<file path="src/rtl/game_pkg.sv">
// Shared encodings for the rhythm-game sequencer: FSM states, judgment codes, combo width.
package game_pkg;

  localparam int COMBO_W = 8;

  typedef enum logic [1:0] {
    ST_IDLE      = 2'd0,
    ST_COUNTDOWN = 2'd1,
    ST_PLAY      = 2'd2,
    ST_RESULT    = 2'd3
  } state_t;

  // Codes are ordered by severity so the worst result is simply the larger code.
  typedef enum logic [1:0] {
    J_NONE  = 2'd0,
    J_GREAT = 2'd1,
    J_GOOD  = 2'd2,
    J_MISS  = 2'd3
  } judge_t;

  function automatic judge_t worst(input judge_t a, input judge_t b);
    return (a > b) ? a : b;
  endfunction

endpackage

</file>
<file path="src/rtl/hit_judge.sv">
// Per-colour judgment: tracks the note waiting in the judgment column and
// classifies button presses against it as GREAT, GOOD or MISS.
module hit_judge
  import game_pkg::*;
#(
  parameter int GREAT_OFS = 2
) (
  input  logic       clk,
  input  logic       rst,
  input  logic       press,
  input  logic       tick,
  input  logic       head,
  input  logic [2:0] offset,
  input  logic       en,
  input  logic       flush,
  output logic       hit_great,
  output logic       hit_good,
  output logic       miss
);

  localparam logic [2:0] GREAT_LIM = 3'(GREAT_OFS);

  logic pending;
  logic hit;

  // A press resolves the old note before a same-cycle tick loads the next one.
  assign hit       = en & press & pending;
  assign hit_great = hit & (offset <= GREAT_LIM);
  assign hit_good  = hit & (offset > GREAT_LIM);
  assign miss      = en & (tick | flush) & pending & ~hit;

  always_ff @(posedge clk) begin
    if (!rst) begin
      pending <= 1'b0;
    end else if (flush) begin
      pending <= 1'b0;
    end else if (en && tick) begin
      pending <= head;
    end else if (hit) begin
      pending <= 1'b0;
    end
  end

endmodule

</file>
<file path="src/rtl/game_sequencer.sv">
// Rhythm-game controller: sequences the note shifter and keeps score, combo
// and last-judgment state for the display.
//
//   state        | meaning
//   ST_IDLE      | waiting for start press
//   ST_COUNTDOWN | shifter cleared, counting COUNT_TICKS shift ticks
//   ST_PLAY      | shifter running, button presses judged
//   ST_RESULT    | song over, results frozen until start press
module game_sequencer
  import game_pkg::*;
#(
  parameter int COUNT_TICKS = 16,
  parameter int GREAT_OFS   = 2,
  parameter int SCORE_GREAT = 3,
  parameter int SCORE_GOOD  = 1,
  parameter int SCORE_W     = 14
) (
  input  logic               clk,
  input  logic               rst,
  input  logic               tick,
  input  logic [2:0]         offset,
  input  logic               finish,
  input  logic               head_R,
  input  logic               head_B,
  input  logic               start_btn,
  input  logic               red_btn,
  input  logic               blue_btn,
  input  logic [1:0]         song_sw,
  output logic               shift_en,
  output logic               shift_rst,
  output logic [1:0]         song_sel,
  output logic [1:0]         state,
  output logic [SCORE_W-1:0] score,
  output logic [COMBO_W-1:0] combo,
  output logic [COMBO_W-1:0] max_combo,
  output logic [1:0]         judge
);

  localparam int              CD_W       = $clog2(COUNT_TICKS + 2);
  localparam logic [CD_W-1:0] CD_INIT    = CD_W'(COUNT_TICKS);
  localparam logic [SCORE_W:0] PTS_GREAT = (SCORE_W + 1)'(SCORE_GREAT);
  localparam logic [SCORE_W:0] PTS_GOOD  = (SCORE_W + 1)'(SCORE_GOOD);

  state_t          st_q;
  judge_t          judge_q;
  logic [CD_W-1:0] countdown;
  logic            start_q, red_q, blue_q;
  logic            start_p, red_p, blue_p;
  logic            play, flush;
  logic            great_r, good_r, miss_r, great_b, good_b, miss_b;

  logic [1:0]         hits;
  logic [SCORE_W:0]   score_sum;
  logic [SCORE_W-1:0] score_nx;
  logic [COMBO_W:0]   combo_sum;
  logic [COMBO_W-1:0] combo_nx, max_nx;
  judge_t             judge_ev;

  assign start_p = start_btn & ~start_q;
  assign red_p   = red_btn & ~red_q;
  assign blue_p  = blue_btn & ~blue_q;
  assign play    = (st_q == ST_PLAY);
  // Pending notes are dropped both when a new song starts and when the song ends.
  assign flush   = ((st_q == ST_IDLE) & start_p) | (play & finish);
  assign state   = st_q;
  assign judge   = judge_q;

  hit_judge #(.GREAT_OFS(GREAT_OFS)) u_judge_r (
    .clk(clk), .rst(rst), .press(red_p), .tick(tick), .head(head_R), .offset(offset),
    .en(play), .flush(flush), .hit_great(great_r), .hit_good(good_r), .miss(miss_r)
  );

  hit_judge #(.GREAT_OFS(GREAT_OFS)) u_judge_b (
    .clk(clk), .rst(rst), .press(blue_p), .tick(tick), .head(head_B), .offset(offset),
    .en(play), .flush(flush), .hit_great(great_b), .hit_good(good_b), .miss(miss_b)
  );

  always_comb begin
    hits      = {1'b0, great_r | good_r} + {1'b0, great_b | good_b};
    score_sum = {1'b0, score}
              + ({(SCORE_W + 1){great_r}} & PTS_GREAT) + ({(SCORE_W + 1){great_b}} & PTS_GREAT)
              + ({(SCORE_W + 1){good_r}} & PTS_GOOD) + ({(SCORE_W + 1){good_b}} & PTS_GOOD);
    score_nx  = score_sum[SCORE_W] ? '1 : score_sum[SCORE_W-1:0];
    combo_sum = ((miss_r | miss_b) ? '0 : {1'b0, combo}) + (COMBO_W + 1)'(hits);
    combo_nx  = combo_sum[COMBO_W] ? '1 : combo_sum[COMBO_W-1:0];
    max_nx    = (combo_nx > max_combo) ? combo_nx : max_combo;
    judge_ev  = J_NONE;
    if (great_r | great_b) judge_ev = worst(judge_ev, J_GREAT);
    if (good_r | good_b)   judge_ev = worst(judge_ev, J_GOOD);
    if (miss_r | miss_b)   judge_ev = worst(judge_ev, J_MISS);
  end

  always_ff @(posedge clk) begin
    if (!rst) begin
      st_q      <= ST_IDLE;
      shift_en  <= 1'b0;
      shift_rst <= 1'b1;
      song_sel  <= 2'd0;
      score     <= '0;
      combo     <= '0;
      max_combo <= '0;
      judge_q   <= J_NONE;
      countdown <= '0;
      start_q   <= 1'b0;
      red_q     <= 1'b0;
      blue_q    <= 1'b0;
    end else begin
      start_q   <= start_btn;
      red_q     <= red_btn;
      blue_q    <= blue_btn;
      shift_rst <= 1'b1;
      case (st_q)
        ST_IDLE: begin
          if (start_p) begin
            st_q      <= ST_COUNTDOWN;
            song_sel  <= song_sw;
            score     <= '0;
            combo     <= '0;
            max_combo <= '0;
            judge_q   <= J_NONE;
            shift_rst <= 1'b0;
            countdown <= CD_INIT;
          end
        end
        ST_COUNTDOWN: begin
          if (countdown == '0) begin
            st_q     <= ST_PLAY;
            shift_en <= 1'b1;
          end else if (tick) begin
            countdown <= countdown - 1'b1;
            if (countdown == CD_W'(1)) begin
              st_q     <= ST_PLAY;
              shift_en <= 1'b1;
            end
          end
        end
        ST_PLAY: begin
          score     <= score_nx;
          combo     <= combo_nx;
          max_combo <= max_nx;
          if (judge_ev != J_NONE) judge_q <= judge_ev;
          if (finish) begin
            st_q     <= ST_RESULT;
            shift_en <= 1'b0;
          end
        end
        ST_RESULT: begin
          if (start_p) st_q <= ST_IDLE;
        end
        default: st_q <= ST_IDLE;
      endcase
    end
  end

endmodule

</file>
<file path="config.mk">
export PLATFORM = sky130hd
export DESIGN_NAME = game_sequencer
export DESIGN_NICKNAME = d
export VERILOG_FILES = /design/src/rtl/game_pkg.sv /design/src/rtl/hit_judge.sv /design/src/rtl/game_sequencer.sv
export SDC_FILE = /design/constraint.sdc
export NUM_CORES = 1
export LEC_CHECK = 0
export BUFFER_PORTS_ARGS = -buffer_cell sky130_fd_sc_hd__buf_2
export CORE_UTILIZATION = 40
export DETAILED_ROUTE_END_ITERATION = 12
export PLACE_DENSITY_LB_ADDON = 0.3
export SLEW_MARGIN = 20
export SYNTH_ARGS = -nofsm -noshare
export SYNTH_HDL_FRONTEND = slang
export SYNTH_HIERARCHICAL = 1
export SYNTH_SLANG_ARGS = --single-unit
</file>
<file path="constraint.sdc">
create_clock -name clk -period 6.9 [get_ports clk]
set_input_delay 0.69 -clock clk [delete_from_list [all_inputs] [get_ports clk]]
set_output_delay 0.69 -clock clk [all_outputs]
set_load 0.05 [all_outputs]
</file>
==> run metrics, run 1 <==
first-pass GRT wire length 11100 microns; core area 0.00683 sq mm; CTS tree built; area grow syn2layout 15.0%; DR vias ~2600; mean post-synth cell area ~8.5 sq um; Reg-to-Reg End max_combo[0]$_SDFFE_PN0P_; GRT Util Overall 0.187; worst r2r src state[0]$_SDFFE_PN0P_; Slew Limit Fails 0; Worst Hold Path EP song_sel[0]$_SDFFE_PN0P_; fillcell total approximately 700; Fmax achieved slightly above 0.2 GHz; # hold bufs at CTS 0; Overflow after GRT 0; Final Wtd Congestion 0.846; endpoints failing setup 0; Worst Setup End Kind flop; Worst-path clk slew 0.09 ns; worst reg2reg path depth 19; Startpoint Class flop; Post-synth ARST share 0; # clock sinks 48; routed len/inst 14.0 microns; Critical Path Fanout Max 20; Worst Max-Slew Pin Slew roughly 0.76 ns; largest net degree at the start of global routing 21; die outline height between 80 and 90 microns; worst hold stages 2; status finished clean; number of global-route vias before repair roughly 2300; # Post-CTS Setup Buffers 0; Main synth FF type dfxtp_1; CP required 7.13 ns; #FFs+latches synth 48; Synth Net Count around 370; r2r setup slk 2.02 ns; total iterations of the first detailed-routing run 4; hpwl dp 5080 microns; Ports 52; HP Start song_sel[0]$_SDFFE_PN0P_; Max VDD drop 0.0788 mV; final period utilization 0.707; Arr. time, crit path 5.11 ns; Seq/Total Area, Yosys 0.337; Non-Filler Instances 484; CTS root buffer clkbuf_8; post_cts resized 0; Static Leakage 1.45 nW; htree depth 2; Syn Std Cell Area 0.00285 sq mm; Hold Vio Cnt, Final 0; gate count of the mapped netlist 336; Synth cell types 55; initial core utilization 0.417; Cell Rows 30; antenna diode count 0; layout cells sized above 1 0.165; max cap viols 0; Die ar. about 0.0075 sq mm; pwr dens 232 mW/mm^2; vias per cell 5.42; worst hold path type flop to flop; Nets roughly 420; Worst Skew 0.00509 ns; unrepaired setup endpoints after global routing false; critical path class flop to flop; Antenna Nets Post-Route 0; Min Clock Period, post-route 4.88 ns; DRC 0; placed cell count 476; total CTS buffers 5; PortBufs 51; initial DRC count 136; Die X roughly 86 microns; clock latency on the worst-skew pair 0.30 ns; initial antenna violation count 0; CTS Buffer Depth 2; sum of negative setup slack 0 ns; Post-synth EDFFs 0; Slew headroom 0.492; Post-Route WL 6790 microns; Yosys warnings 6
==> routing by layer <==
| layer | vias to the layer above | wire (microns) | GRT usage |
|---|---|---|---|
| li1 | 1320 | - | - |
| met1 | 1235 | 3230 | 0.259 |
| met2 | 64 | 3190 | 0.296 |
| met3 | 3 | 345 | 0.0390 |
| met4 | 0 | 16 | 0.0515 |
| met5 | - | 0 | 0 |
==> registers in the layout (all words and copies together) (netlist names), 2 cells and up <==
name and flops:
max_combo 8, song_sel 2, combo 8, judge 2, state 2, score 14
countdown 5
==> logic make-up after synthesis <==
family,synth area share
and+or+nand+nor,0.210
AOI/OAI and AO/OA,0.265
DFF,0.337
buffers and inverters,0.0501
adders and majority gates,0.114
muxes,0.0141
xor gates and xnor gates,0.00922
==> synthesized netlist by cell type, drive strengths merged (4+ instances only) <==
cell     instances  share of area
and2             9          0.020
ha              18          0.079
dfxtp           48           0.34
a211oi           7          0.018
nor2b            7          0.015
fa               5          0.035
nand2           29          0.038
a31oi            6          0.013
o211ai           5          0.013
a21o             8          0.021
mux2i            4          0.014
nor2            18          0.024
buf              4         0.0092
a21oi           31          0.058
o2bb2ai          8          0.025
nor3             5          0.011
o21ai           22          0.039
inv             28          0.037
nand3           16          0.028
==> placed cells by master (no fill, tap or decap), types with 4 or more instances in the layout <==
cell	n
nand3_1	16
a21oi_1	30
clkbuf_8	6
dfxtp_1	48
and2_1	9
a31oi_1	6
ha_1	18
fa_1	5
mux2i_1	4
a21o_1	8
o2bb2ai_1	8
nor2b_1	7
o211ai_1	5
nand2_1	29
nor2_1	18
inv_1	27
a211oi_1	7
nor3_1	4
o21ai_0	21
buf_2	51
==> through the flow <==
step | hold WS, ns | instance area (sq um) | power [W] | setup slack (ns) | util
after floorplan | 0.491 | 2850 | 0.000535 | 2.37 | -
after global placement | 0.441 | 3190 | 0.000587 | 2.17 | 0.466
after detailed placement | 0.449 | 3190 | 0.000589 | 2.06 | 0.466
after CTS | 0.462 | 3280 | 0.000767 | 2.03 | 0.480
after global routing | 0.498 | 3280 | 0.000811 | 1.66 | 0.480
final | 0.459 | 3280 | 0.000759 | 2.02 | 0.480
==> layout make-up <==
| cell class | count | area, sq um | area share |
|---|---|---|---|
| clock buffer | 8 | 90.1 | 0.0275 |
| inverter | 28 | 105 | 0.0321 |
| multi-input combinational | 253 | 1750 | 0.533 |
| sequential | 48 | 961 | 0.293 |
| tap | 96 | 120 | 0.0367 |
| timing repair buffer | 51 | 255 | 0.0779 |
==> worst max path at each step <==
stage                           from  slack [ns]                   endpoint  depth (start not counted)
3_3_place_gp   state[1]$_SDFFE_PN0P_        2.17  max_combo[7]$_SDFFE_PN0P_                         18
6_report       state[0]$_SDFFE_PN0P_        2.02  max_combo[0]$_SDFFE_PN0P_                         19
5_1_grt        state[1]$_SDFFE_PN0P_        1.66  max_combo[4]$_SDFFE_PN0P_                         20
4_1_cts        state[0]$_SDFFE_PN0P_        2.03  max_combo[0]$_SDFFE_PN0P_                         19
3_5_place_dp   state[0]$_SDFFE_PN0P_        2.06  max_combo[0]$_SDFFE_PN0P_                         19
2_1_floorplan  state[1]$_SDFFE_PN0P_        2.37  max_combo[7]$_SDFFE_PN0P_                         19
==> critical path, cell delays in order (launching register included) <==
cell,delay (ns)
dfxtp_1,0.36
inv_1,0.10
ha_1,0.66
nand2_1,0.10
nand2_1,0.18
o211ai_1,0.12
nor2_1,0.15
nor2_1,0.15
and2_1,0.20
fa_1,0.40
ha_1,0.23
and4_1,0.25
and4b_1,0.17
or3_1,0.38
inv_1,0.07
ha_1,0.23
nand4_1,0.14
o21ai_0,0.16
a311oi_4,0.58
o2bb2ai_1,0.17
==> power breakdown <==
part,internal (W),switching [W],total (W)
clock,0.0000820,0.0000924,0.000174
combinational,0.0000852,0.000181,0.000266
sequential,0.000298,0.0000208,0.000319
Power figures use the tool's default switching activity.
==> inputs of run 2 (changes only) <==
- clock period: 6.9 -> 4.9 ns (I/O delays scaled with it)
==> run 2 against run 1 <==
Fmax grew 9.5%; worst setup slack worse by 1.6 ns; clock power grew 39%; final cell count rose by 0.83%; worst hold slack got worse by 0.067 ns; sequential share of layout area fell by 0.24 points; power grew 41%; first-iteration DRC count grew 19%; wire length rose by 0.54%; largest cell class unchanged; largest power group unchanged.
==> run metrics, run 2 (synthesized netlist as in run 1, its figures left out) <==
total iterations of the first detailed-routing run 5 (+1); total CTS buffers 5 (unchanged); initial core utilization 0.417 (unchanged); final period utilization 0.909 (+0.202); total power 0.00107 W (+41%); largest net degree at the start of global routing 20 (-4.8%); routed len/inst 14.0 microns (-0.28%); Hold Vio Cnt, Final 0 (unchanged); Slew headroom 0.596 (+0.104); Startpoint Class flop; pwr dens 324 mW/mm^2 (+40%); GRT Util Overall 0.188 (+0.000963); Largest regs score: 14 flops, combo: 8 flops, max_combo: 8 flops; max reg flops 14 (unchanged); worst r2r src state[0]$_SDFFE_PN0P_; vias per cell 5.45 (+0.58%); initial antenna violation count 0 (unchanged); Nets 428 (+0.94%); Antenna Nets Post-Route 0 (unchanged); Cell Rows 30 (unchanged); worst hold path type input port to flop; critical path class flop to flop; PortBufs 51 (unchanged); Worst Setup End Kind flop; DRC 0 (unchanged); htree depth 2 (unchanged); r2r setup slk 0.45 ns (-1.58 ns); Critical Path Fanout Max 8 (-60%); core area 0.00683 sq mm (unchanged); unrepaired setup endpoints after global routing false; Die ar. 0.00746 sq mm (unchanged); die outline height 86.4 microns (unchanged); Worst Skew 0.00821 ns (+0.00312 ns); Overflow after GRT 0 (unchanged); area grow syn2layout 16.0%; clock latency on the worst-skew pair 0.31 ns (about the same); status finished clean; area of the multi-input gates 0.00175 sq mm (unchanged); Die X 86.4 microns (unchanged); Final Wtd Congestion 0.858 (+1.4%); register area 961 sq um (unchanged); CTS root buffer clkbuf_8; CTS Buffer Depth 2 (unchanged); Post-Route WL 6830 microns (+0.54%); first-pass GRT wire length 11000 microns (-0.94%); endpoints failing setup 0 (unchanged); Placed Area 0.00322 sq mm (+0.94%); Min Clock Period, post-route 4.45 ns (-0.423 ns); antenna diode count 0 (unchanged); most frequent cells in the layout buf_2, dfxtp_1, a21oi_1, nand2_1, inv_1; Worst Hold Path EP red_q$_SDFF_PN0_; Max VDD drop 0.125 mV (+59%); Slew Limit Fails 0 (unchanged); # hold bufs at CTS 0 (unchanged); Design Area, Final 0.00330 sq mm (+0.84%); most common cell after layout, fill and taps aside buf_2; DR vias 2659 (+1.4%); Worst-path clk slew 0.09 ns (about the same); fillcell total 702 (+0.43%); Arr. time, crit path 4.69 ns (-0.42 ns); hpwl dp 5010 microns (-1.4%); Worst Max-Slew Pin Slew 0.605 ns (-0.157 ns); Largest Register score; Fmax achieved 0.225 GHz (+9.5%); layout cells sized above 1 0.179 (+0.0136); Reg-to-Reg End max_combo[6]$_SDFFE_PN0P_; number of global-route vias before repair 2265 (-1.4%); post_cts resized 0 (unchanged); Static Leakage 1.47 nW (+1.6%); sum of negative setup slack 0 ns (unchanged); max cap viols 0 (unchanged); worst hold stages 2 (unchanged); Ports 52 (unchanged); # Post-CTS Setup Buffers 0 (unchanged); CTS tree built; HP Start red_btn; initial DRC count 162 (+19%); # clock sinks 48 (unchanged); CP required 5.14 ns (-1.99 ns); worst reg2reg path depth 20 (+1)
## run 2: worst max path at each step
stage / startpoint / end
6_report: state[0]$_SDFFE_PN0P_ / max_combo[6]$_SDFFE_PN0P_
5_1_grt: state[0]$_SDFFE_PN0P_ / max_combo[1]$_SDFFE_PN0P_
4_1_cts: state[0]$_SDFFE_PN0P_ / max_combo[6]$_SDFFE_PN0P_
3_5_place_dp: state[0]$_SDFFE_PN0P_ / max_combo[0]$_SDFFE_PN0P_
3_3_place_gp: state[0]$_SDFFE_PN0P_ / max_combo[1]$_SDFFE_PN0P_
2_1_floorplan: state[1]$_SDFFE_PN0P_ / max_combo[7]$_SDFFE_PN0P_
## run 2: final cells by class
class | count | share of cell area
Tap cell | 96 | 0.0363
Inverter | 28 | 0.0318
Timing Repair Buffer | 55 | 0.0863
Clock buffer | 5 | 0.0208
Multi-Input combinational cell | 253 | 0.528
Clock inverter | 3 | 0.00568
Sequential cell | 48 | 0.291
## run 2: critical path: stages, from the launching register on
cell       delay [ns]
dfxtp_1          0.36
inv_1            0.10
ha_1             0.23
nand3b_1         0.22
nand2_1          0.22
o211ai_1         0.12
nor2_1           0.13
nor2_1           0.08
and2_1           0.17
fa_1             0.41
ha_1             0.23
and4_1           0.24
and4b_1          0.17
or3_1            0.38
inv_1            0.07
ha_1             0.13
nand4_1          0.16
nor2b_1          0.22
nor3_2           0.07
a311oi_4         0.50
o2bb2ai_1        0.16
## run 2: power by group
group	total, W	switching [W]	internal (W)
Sequential	0.000448	0.0000288	0.000420
Clock	0.000241	0.000141	0.0000998
Combinational	0.000383	0.000259	0.000124
Total	0.00107	0.000429	0.000643
## run 2: layer usage
metal,up-vias,wire (microns),track usage
met1,1238,3400,0.272
met4,0,72,0.0500
met3,7,319,0.0333
met5,-,0,0
li1,1342,-,-
met2,72,3040,0.289
## run 2: per-stage QoR
stage	hold WS [ns]	util	std cells	setup WS, ns
2_1_floorplan	0.491	-	336	0.372
3_3_place_gp	0.455	0.471	480	0.592
3_5_place_dp	0.448	0.471	480	0.480
4_1_cts	0.387	0.484	488	0.447
5_1_grt	0.400	0.484	488	0.0872
6_report	0.392	0.484	488	0.446
